## config.mk

```make
export PLATFORM = sky130hd
export DESIGN_NAME = fetch_unit
export DESIGN_NICKNAME = d
export VERILOG_FILES = /design/src/rtl/fetch_unit_pkg.sv /design/src/rtl/fetch_unit_pc_counter.sv /design/src/rtl/fetch_unit.sv
export SDC_FILE = /design/constraint.sdc
export NUM_CORES = 1
export LEC_CHECK = 0
export ABC_AREA = 1
export BUFFER_PORTS_ARGS = -buffer_cell sky130_fd_sc_hd__buf_2
export CAP_MARGIN = 20
export CORE_MARGIN = 5
export CORE_UTILIZATION = 44
export CTS_CLUSTER_SIZE = 40
export DETAILED_ROUTE_END_ITERATION = 10
export GPL_TIMING_DRIVEN = 0
export PLACE_DENSITY = 0.76
export SLEW_MARGIN = 0
export SYNTH_ARGS = -nofsm -noshare
export SYNTH_HDL_FRONTEND = slang
export SYNTH_SLANG_ARGS = --single-unit
```

## constraint.sdc

```tcl
create_clock -name clk -period 1.39 [get_ports clk]
set_input_delay 0.139 -clock clk [delete_from_list [all_inputs] [get_ports clk]]
set_output_delay 0.139 -clock clk [all_outputs]
set_load 0.03 [all_outputs]
```

## src/rtl/fetch_unit_pkg.sv

```systemverilog
// Shared widths, FSM state encoding and opcode constants for the fetch unit
// and the control unit that decodes its registered opcode.
package fetch_unit_pkg;

  localparam int PC_W     = 4;
  localparam int INSTR_W  = 8;
  localparam int OPCODE_W = 4;
  localparam int IMM_W    = INSTR_W - OPCODE_W;

  typedef enum logic [1:0] {
    ST_IDLE  = 2'd0,
    ST_FETCH = 2'd1,
    ST_EXEC  = 2'd2
  } fetch_state_e;

  localparam logic [OPCODE_W-1:0] OP_NOP = 4'h0;
  localparam logic [OPCODE_W-1:0] OP_LDI = 4'h1;
  localparam logic [OPCODE_W-1:0] OP_ADD = 4'h2;
  localparam logic [OPCODE_W-1:0] OP_JMP = 4'h3;
  localparam logic [OPCODE_W-1:0] OP_JZ  = 4'h4;
  localparam logic [OPCODE_W-1:0] OP_OUT = 4'hE;
  localparam logic [OPCODE_W-1:0] OP_HLT = 4'hF;

endpackage

```

## src/rtl/fetch_unit_pc_counter.sv

```systemverilog
// Program counter: load a jump target, increment with natural modulo wrap,
// or hold. Resets asynchronously to address 0.
module pc_counter
  import fetch_unit_pkg::*;
(
  input  logic            clk,
  input  logic            rst_n,
  input  logic            load,
  input  logic            inc,
  input  logic [PC_W-1:0] load_val,
  output logic [PC_W-1:0] pc
);

  logic [PC_W-1:0] pc_q;
  logic [PC_W-1:0] pc_d;

  always_comb begin
    pc_d = pc_q;
    if (load) begin
      pc_d = load_val;
    end else if (inc) begin
      pc_d = pc_q + PC_W'(1);
    end
  end

  always_ff @(posedge clk or negedge rst_n) begin
    if (!rst_n) begin
      pc_q <= '0;
    end else begin
      pc_q <= pc_d;
    end
  end

  assign pc = pc_q;

endmodule

```

## src/rtl/fetch_unit.sv

```systemverilog
// Instruction fetch FSM (IDLE -> FETCH -> EXEC) with instruction register.
// Memory handshake: imem_req/imem_addr are held from registered state until
// the first cycle imem_ack is high; imem_data is captured on that cycle only.
module fetch_unit
  import fetch_unit_pkg::*;
(
  input  logic                clk,
  input  logic                rst_n,
  output logic                imem_req,
  output logic [PC_W-1:0]     imem_addr,
  input  logic                imem_ack,
  input  logic [INSTR_W-1:0]  imem_data,
  input  logic                jmp_sel,
  input  logic                stall,
  output logic [OPCODE_W-1:0] opcode,
  output logic [IMM_W-1:0]    imm,
  output logic [PC_W-1:0]     pc,
  output logic                instr_valid,
  output logic [1:0]          fsm_state
);

  localparam logic [1:0] S_IDLE  = ST_IDLE;
  localparam logic [1:0] S_FETCH = ST_FETCH;
  localparam logic [1:0] S_EXEC  = ST_EXEC;

  logic [1:0]          state_q, state_d;
  logic [OPCODE_W-1:0] opcode_q, opcode_d;
  logic [IMM_W-1:0]    imm_q, imm_d;
  logic                run_q, run_d;
  logic                pc_load;
  logic                pc_inc;

  // run_q spends the first clock after reset release in IDLE so the first
  // request appears on the second rising edge.
  always_comb begin
    state_d  = state_q;
    opcode_d = opcode_q;
    imm_d    = imm_q;
    run_d    = 1'b1;
    pc_load  = 1'b0;
    pc_inc   = 1'b0;
    case (state_q)
      S_IDLE: begin
        if (run_q) begin
          state_d = S_FETCH;
        end
      end
      S_FETCH: begin
        if (imem_ack) begin
          opcode_d = imem_data[INSTR_W-1:IMM_W];
          imm_d    = imem_data[IMM_W-1:0];
          state_d  = S_EXEC;
        end
      end
      S_EXEC: begin
        if (!stall) begin
          pc_load = jmp_sel;
          pc_inc  = !jmp_sel;
          state_d = S_FETCH;
        end
      end
      default: begin
        state_d = S_IDLE;
      end
    endcase
  end

  always_ff @(posedge clk or negedge rst_n) begin
    if (!rst_n) begin
      state_q  <= S_IDLE;
      opcode_q <= '0;
      imm_q    <= '0;
      run_q    <= 1'b0;
    end else begin
      state_q  <= state_d;
      opcode_q <= opcode_d;
      imm_q    <= imm_d;
      run_q    <= run_d;
    end
  end

  pc_counter u_pc_counter (
    .clk      (clk),
    .rst_n    (rst_n),
    .load     (pc_load),
    .inc      (pc_inc),
    .load_val (imm_q),
    .pc       (pc)
  );

  assign imem_req    = (state_q == S_FETCH);
  assign imem_addr   = pc;
  assign instr_valid = (state_q == S_EXEC);
  assign opcode      = opcode_q;
  assign imm         = imm_q;
  assign fsm_state   = state_q;

endmodule

```

-- Yosys cells after proc, flatten, opt, wreduce, memory -nomap -nowiden
Index checks and enable logic that the tools add are counted.
- latch bits: 0
- register bits: 15
- bits in writable memories: 0
- word-level logic and storage cells: 26
- memories: 0
- memory bits (read-only): 0
- output and inout bits: 20
- input bits: 13
- multiply operators: 0
- shift operators: 0
- bitwise operators: 0
- add/subtract/negate cells: 1
- reduce and logical (&&, ||, !) cells: 5
- muxes and demuxes: 10
- equal/unequal tests: 5
- divide/modulo/power cells: 0
- magnitude comparators: 0
- operators by type and width (kind ; number):
    $mux 4 ; 2
    $mux 2 ; 3
    $pmux 2 s3 ; 1
    $add 4x1->4 const B ; 1
    $mux 1 ; 4
    $ne 2x2->1 const B ; 2
    $reduce_and 3->1 ; 1
    $eq 2x1->1 const B ; 1
    $eq 2x2->1 const B ; 1
    $logic_not 2->1 ; 1
    $ne 2x1->1 const B ; 1
    $reduce_and 2->1 ; 1
    $reduce_bool 2->1 ; 1
    $logic_not 1->1 ; 1

-- Longest topological paths before layout
- word-level depth: 5
- gate-level depth with buffers: 7
- mapped depth without buffers: 7

-- Hierarchy
Synthesis repeated with hierarchy kept, for this count alone.
- cells, all modules: 86
- area total of the unflattened synthesis: 735.7 µm²
- modules (own cells, without submodules) (module ; cells an instance ; sequential area each (µm²) ; times used ; area an instance (µm²)):
    fetch_unit ; 59 ; 275.3 ; 1 ; 516.7
    pc_counter ; 27 ; 100.1 ; 1 ; 219.0

-- Worst setup path before layout
OpenSTA, ideal clock, no wires.
- path kind: register -> register
- start: reg u_pc_counter.pc_q[0], in the netlist u_pc_counter.pc[0]
- end: reg u_pc_counter.pc_q[2], in the netlist u_pc_counter.pc[2]
- library setup time: 119 ps
- stages on the path, launching flop included: 5
- required time: 1271 ps
- buffers on the path: 0
- arrival time: 1218 ps
- slack: 53 ps
- period minus slack after synthesis: 1337 ps
- path through: dfrtp_1 -> ha_1 -> or2_2 -> a21oi_1 -> nor2_1
- cells in the longest elaborated chain, start to end: 3
- ends and longest elaborated chain (element ; RTL line ; RTL):
    from (decl) ; fetch_unit_pc_counter.sv:14 ; logic [PC_W-1:0] pc_q;
    from (signal assigned) ; fetch_unit_pc_counter.sv:30 ; pc_q <= pc_d;
    $add 4x1->4 ; fetch_unit_pc_counter.sv:22 ; pc_d = pc_q + PC_W'(1);
    $mux 4 ; fetch_unit_pc_counter.sv:21 ; end else if (inc) begin
    $mux 4 ; fetch_unit_pc_counter.sv:19 ; if (load) begin
No other way between the ends. The select of a mux whose other input is x is not followed.
A chain may end at the register's enable or synchronous reset.

-- Final worst setup path
Ends and elaborated chain as after synthesis.

==> impl.org <==
** Status
- The run finished with clean final reports.

** STA
- On the final layout, the worst clock skew is 0.645 ps.
- Post-route setup TNS :: 0 ps
- Final critical path time including I/O delays and setup :: 1290 ps
- Final number of setup-violating endpoints :: 0
- The final-report max-slew violation count was 0.
- The final number of hold-violating endpoints was 0.
- In the finished design, the share of the clock period the worst path needs comes to 92.8%.
- Based on the critical path, the design can be clocked at up to 775 MHz.
- Setup repair after global routing left no endpoint under its margin.

** Detailed routing
- After detailed routing, the number of remaining DRC violations is 0.
- Number of iterations in the first detailed-routing pass :: 3
- For this block, the routed nets add up to 1520 um of wire.
- The detail route stage leaves a number of antenna-violating nets equal to 0.
- Average routed wire per standard cell :: 11.0 um
- For this block, the initial DRC count from the detailed router was 8.
- After detailed routing, the number of vias per cell comes to 4.80.
- Detailed routing inserted a total of 662 vias.

** Floorplanning
- The initialized floorplan defines 14 standard-cell rows.
- Starting density of the core :: 47.2%
- Width of the die :: 50.6 um
- Top-Level Pins :: 33
- Total Die Area :: 0.00256 sq mm
- Die H :: 50.6 um
- The total area inside the core boundary comes to 0.00154 sq mm.

** Logic synthesis
- Synth unique cells :: 21
- The average instance in the mapped netlist occupies 8.55 sq um.
- For this run, the number of Yosys warnings is 0.
- Nets in the synthesized netlist :: 99
- Top cell type's share of synthesized area :: 51.6%
- Post-synthesis adder-cell area fraction :: 1.72%
- nand2_1 is the most common cell in the netlist.
- Async set-reset flop share out of synthesis :: 100%
- In this run, synthesis inferred 0 flip-flops with an integrated enable.
- Multiplexer share of the synthesized area :: 0%
- Post-synthesis compound-gate area fraction :: 7.75%
- In the synthesized netlist, the number of instances is 85.
- Combinational family with the most area after synthesis :: simple AND/OR/NAND/NOR gates
- Sorting the synthesized cells by area gives the leading types as dfrtp_1, nand2_1, nand3_1.
- The largest total area in the synthesized netlist belongs to dfrtp_1.
- Post-synthesis register bit count :: 15
- Sequential cells were found to cover 51.6% of the synthesized design area.
- After synthesis, the most frequently instantiated cells are nand2_1, dfrtp_1, nand3_1.
- Share of synthesized cell area in and, or, nand and nor gates :: 29.4%
- Post-synthesis instance area :: 727 sq um
- Synthesized-area fraction occupied by xor and xnor cells :: 0%
- For this run, the leading register cell type out of synthesis is dfrtp_1.

** Finish
- Ratio of cells with drive above 1 in the final layout :: 41.8%
- Post-layout util :: 61.4%
- Area of all placed cells without fillers :: 946 sq um
- Fillers :: 149
- Number of antenna cells inserted :: 0
- The area growth from synthesis to layout is 30.1%.
- Number of nets in the layout :: 137
- Sequential cell area :: 375 sq um
- Total area of multi-input combinational cells :: 287 sq um

** Placed design
- The HPWL after detailed placement is 1200 um.
- At the end of routability-driven placement, the weighted congestion stood at 0.796.
- After detailed placement, the total cell area comes to 902 sq um.
- Input and output buffers added on the ports amount to 31.

** Critical path
- For the worst setup path, the data arrival time is 1460 ps.
- Largest delay contributor family on the critical path :: flip-flops
- In this run the worst path has a maximum fanout of 7.
- STA classifies the critical path endpoint as a flop.
- The critical path contains buffers and inverters numbering 0 combined.
- CP max-delay cell :: dfrtp_1
- Critical path cell sequence :: ha_1 -> or2_2 -> a21oi_1 -> nor2_1
- The worst setup path is of the flop to flop kind.
- Slowest cell delay on critical path :: 450 ps
- At the worst endpoint, the required time is 1560 ps.
- Launching element type of the critical path :: flop

** CTS
- Clock sink count :: 15
- TritonCTS buffer count :: 3
- The clock passes through at most 2 buffers.
- Clock slew at reported path FFs :: 80 ps
- Clock latency reported for the late side of the worst-skew pair :: 280 ps
- Clock Tree Root :: clkbuf_4
- TritonCTS clock tree :: done
- CTS H-tree depth :: 1
- Post-cts resize count :: 0

** Global routing
- The first global-routing pass estimated 2700 um of wire.
- Gr ovfl total :: 0
- Entering global routing, the biggest net connects 16 pins.
- The via count of the first global-routing pass is 613.
- Number of antenna violations at the first check in global routing :: 0
- Overall global routing resource usage :: 13.6%

** Run
- The tool flagged a number of max-cap violations equal to 0.

** Pwr
- Dividing total power by cell area gives a power density of 2630 mW/mm^2.
- Across the VDD grid, the largest voltage drop is 0.00134 V.
- In this run the static leakage power is 0.539 nW.

** Min path
- The min-delay analysis places its worst path in the category input port to flop.
[worst paths after layout]
| kind | from | endpoint | slack [ps] | cells after the start |
|---|---|---|---|---|
| min reg2reg | opcode[1] | opcode[1] | 470 | 2 |
| max in group asynchronous | rst_n | imm[2] | 850 | 2 |
| max reg2reg | u_pc_counter.pc[0] | u_pc_counter.pc[2] | 100 | 4 |
| max | u_pc_counter.pc[0] | u_pc_counter.pc[2] | 100 | 4 |
| min in group asynchronous | rst_n | fsm_state[0] | 300 | 2 |
| min | imem_data[4] | opcode[0] | 90 | 3 |
[per-stage QoR]
step / setup WS [ps] / cells / hold slack (ps) / power (mW)
after floorplan: 53.3 / 85 / -157 / 1.84
after global placement: 164 / 132 / 61.6 / 2.21
after detailed placement: 115 / 132 / 56.9 / 2.25
after CTS: 5.61 / 137 / 83.8 / 2.49
after global routing: 21.6 / 138 / 91.3 / 2.70
final: 99.9 / 138 / 86.5 / 2.48
[layout make-up]
cell class | instances | area share, %
Sequential cell | 15 | 39.7
Tap cell | 16 | 2.12
Clock buffer | 4 | 2.78
Multi-Input combinational cell | 57 | 30.3
Buffer | 5 | 3.70
Inverter | 8 | 3.17
Timing Repair Buffer | 33 | 18.3
[flip-flops by register name (all words and copies together) (netlist names)]
name / count
u_pc_counter.pc: 4
opcode: 4
fsm_state: 2
run_q: 1
imm: 4
[timing repair]
| action | 4_1_cts | 5_1_grt |
|---|---|---|
| setup buffers | 0 | 1 |
| hold endpoints to repair | 15 | 0 |
| setup endpoints to repair | 0 | 1 |
| hold buffers | 1 | 0 |
[cell families after synthesis]
group	after synthesis
other cells	1
compound gates	10
simple gates	45
flops	15
fa+ha+maj	1
buf+inv	13
[where the power goes]
group / internal, mW / switching, mW
Clock: 0.111 / 0.129
Combinational: 0.466 / 0.968
Sequential: 0.629 / 0.181
Total: 1.21 / 1.28
[placed cells by master (no fill, tap or decap), drive strengths merged]
master,instances
nand3,10
nand4,1
nand2,24
ha,1
clkbuf,4
o21a,1
buf,37
a21oi,4
nor2,9
or2,1
dlygate4sd3,1
conb,1
dfrtp,15
inv,8
o21ai,5
[routing by layer]
layer	up-vias	track usage [%]	part of all wire [%]
met5	-	0	0
met4	0	3.83	0.99
met3	2	4.44	10
met2	28	21.9	44
met1	288	17.3	45
li1	344	-	-
[worst reg2reg max path, delay by kind of cell (launching register included)]
| family | cells | cell delay (ps) |
|---|---|---|
| AOI/OAI and AO/OA | 1 | 170 |
| adders and majority gates | 1 | 240 |
| DFF | 1 | 450 |
| and+or+nand+nor | 2 | 330 |
No activity file was read; power rests on OpenSTA's default activity.
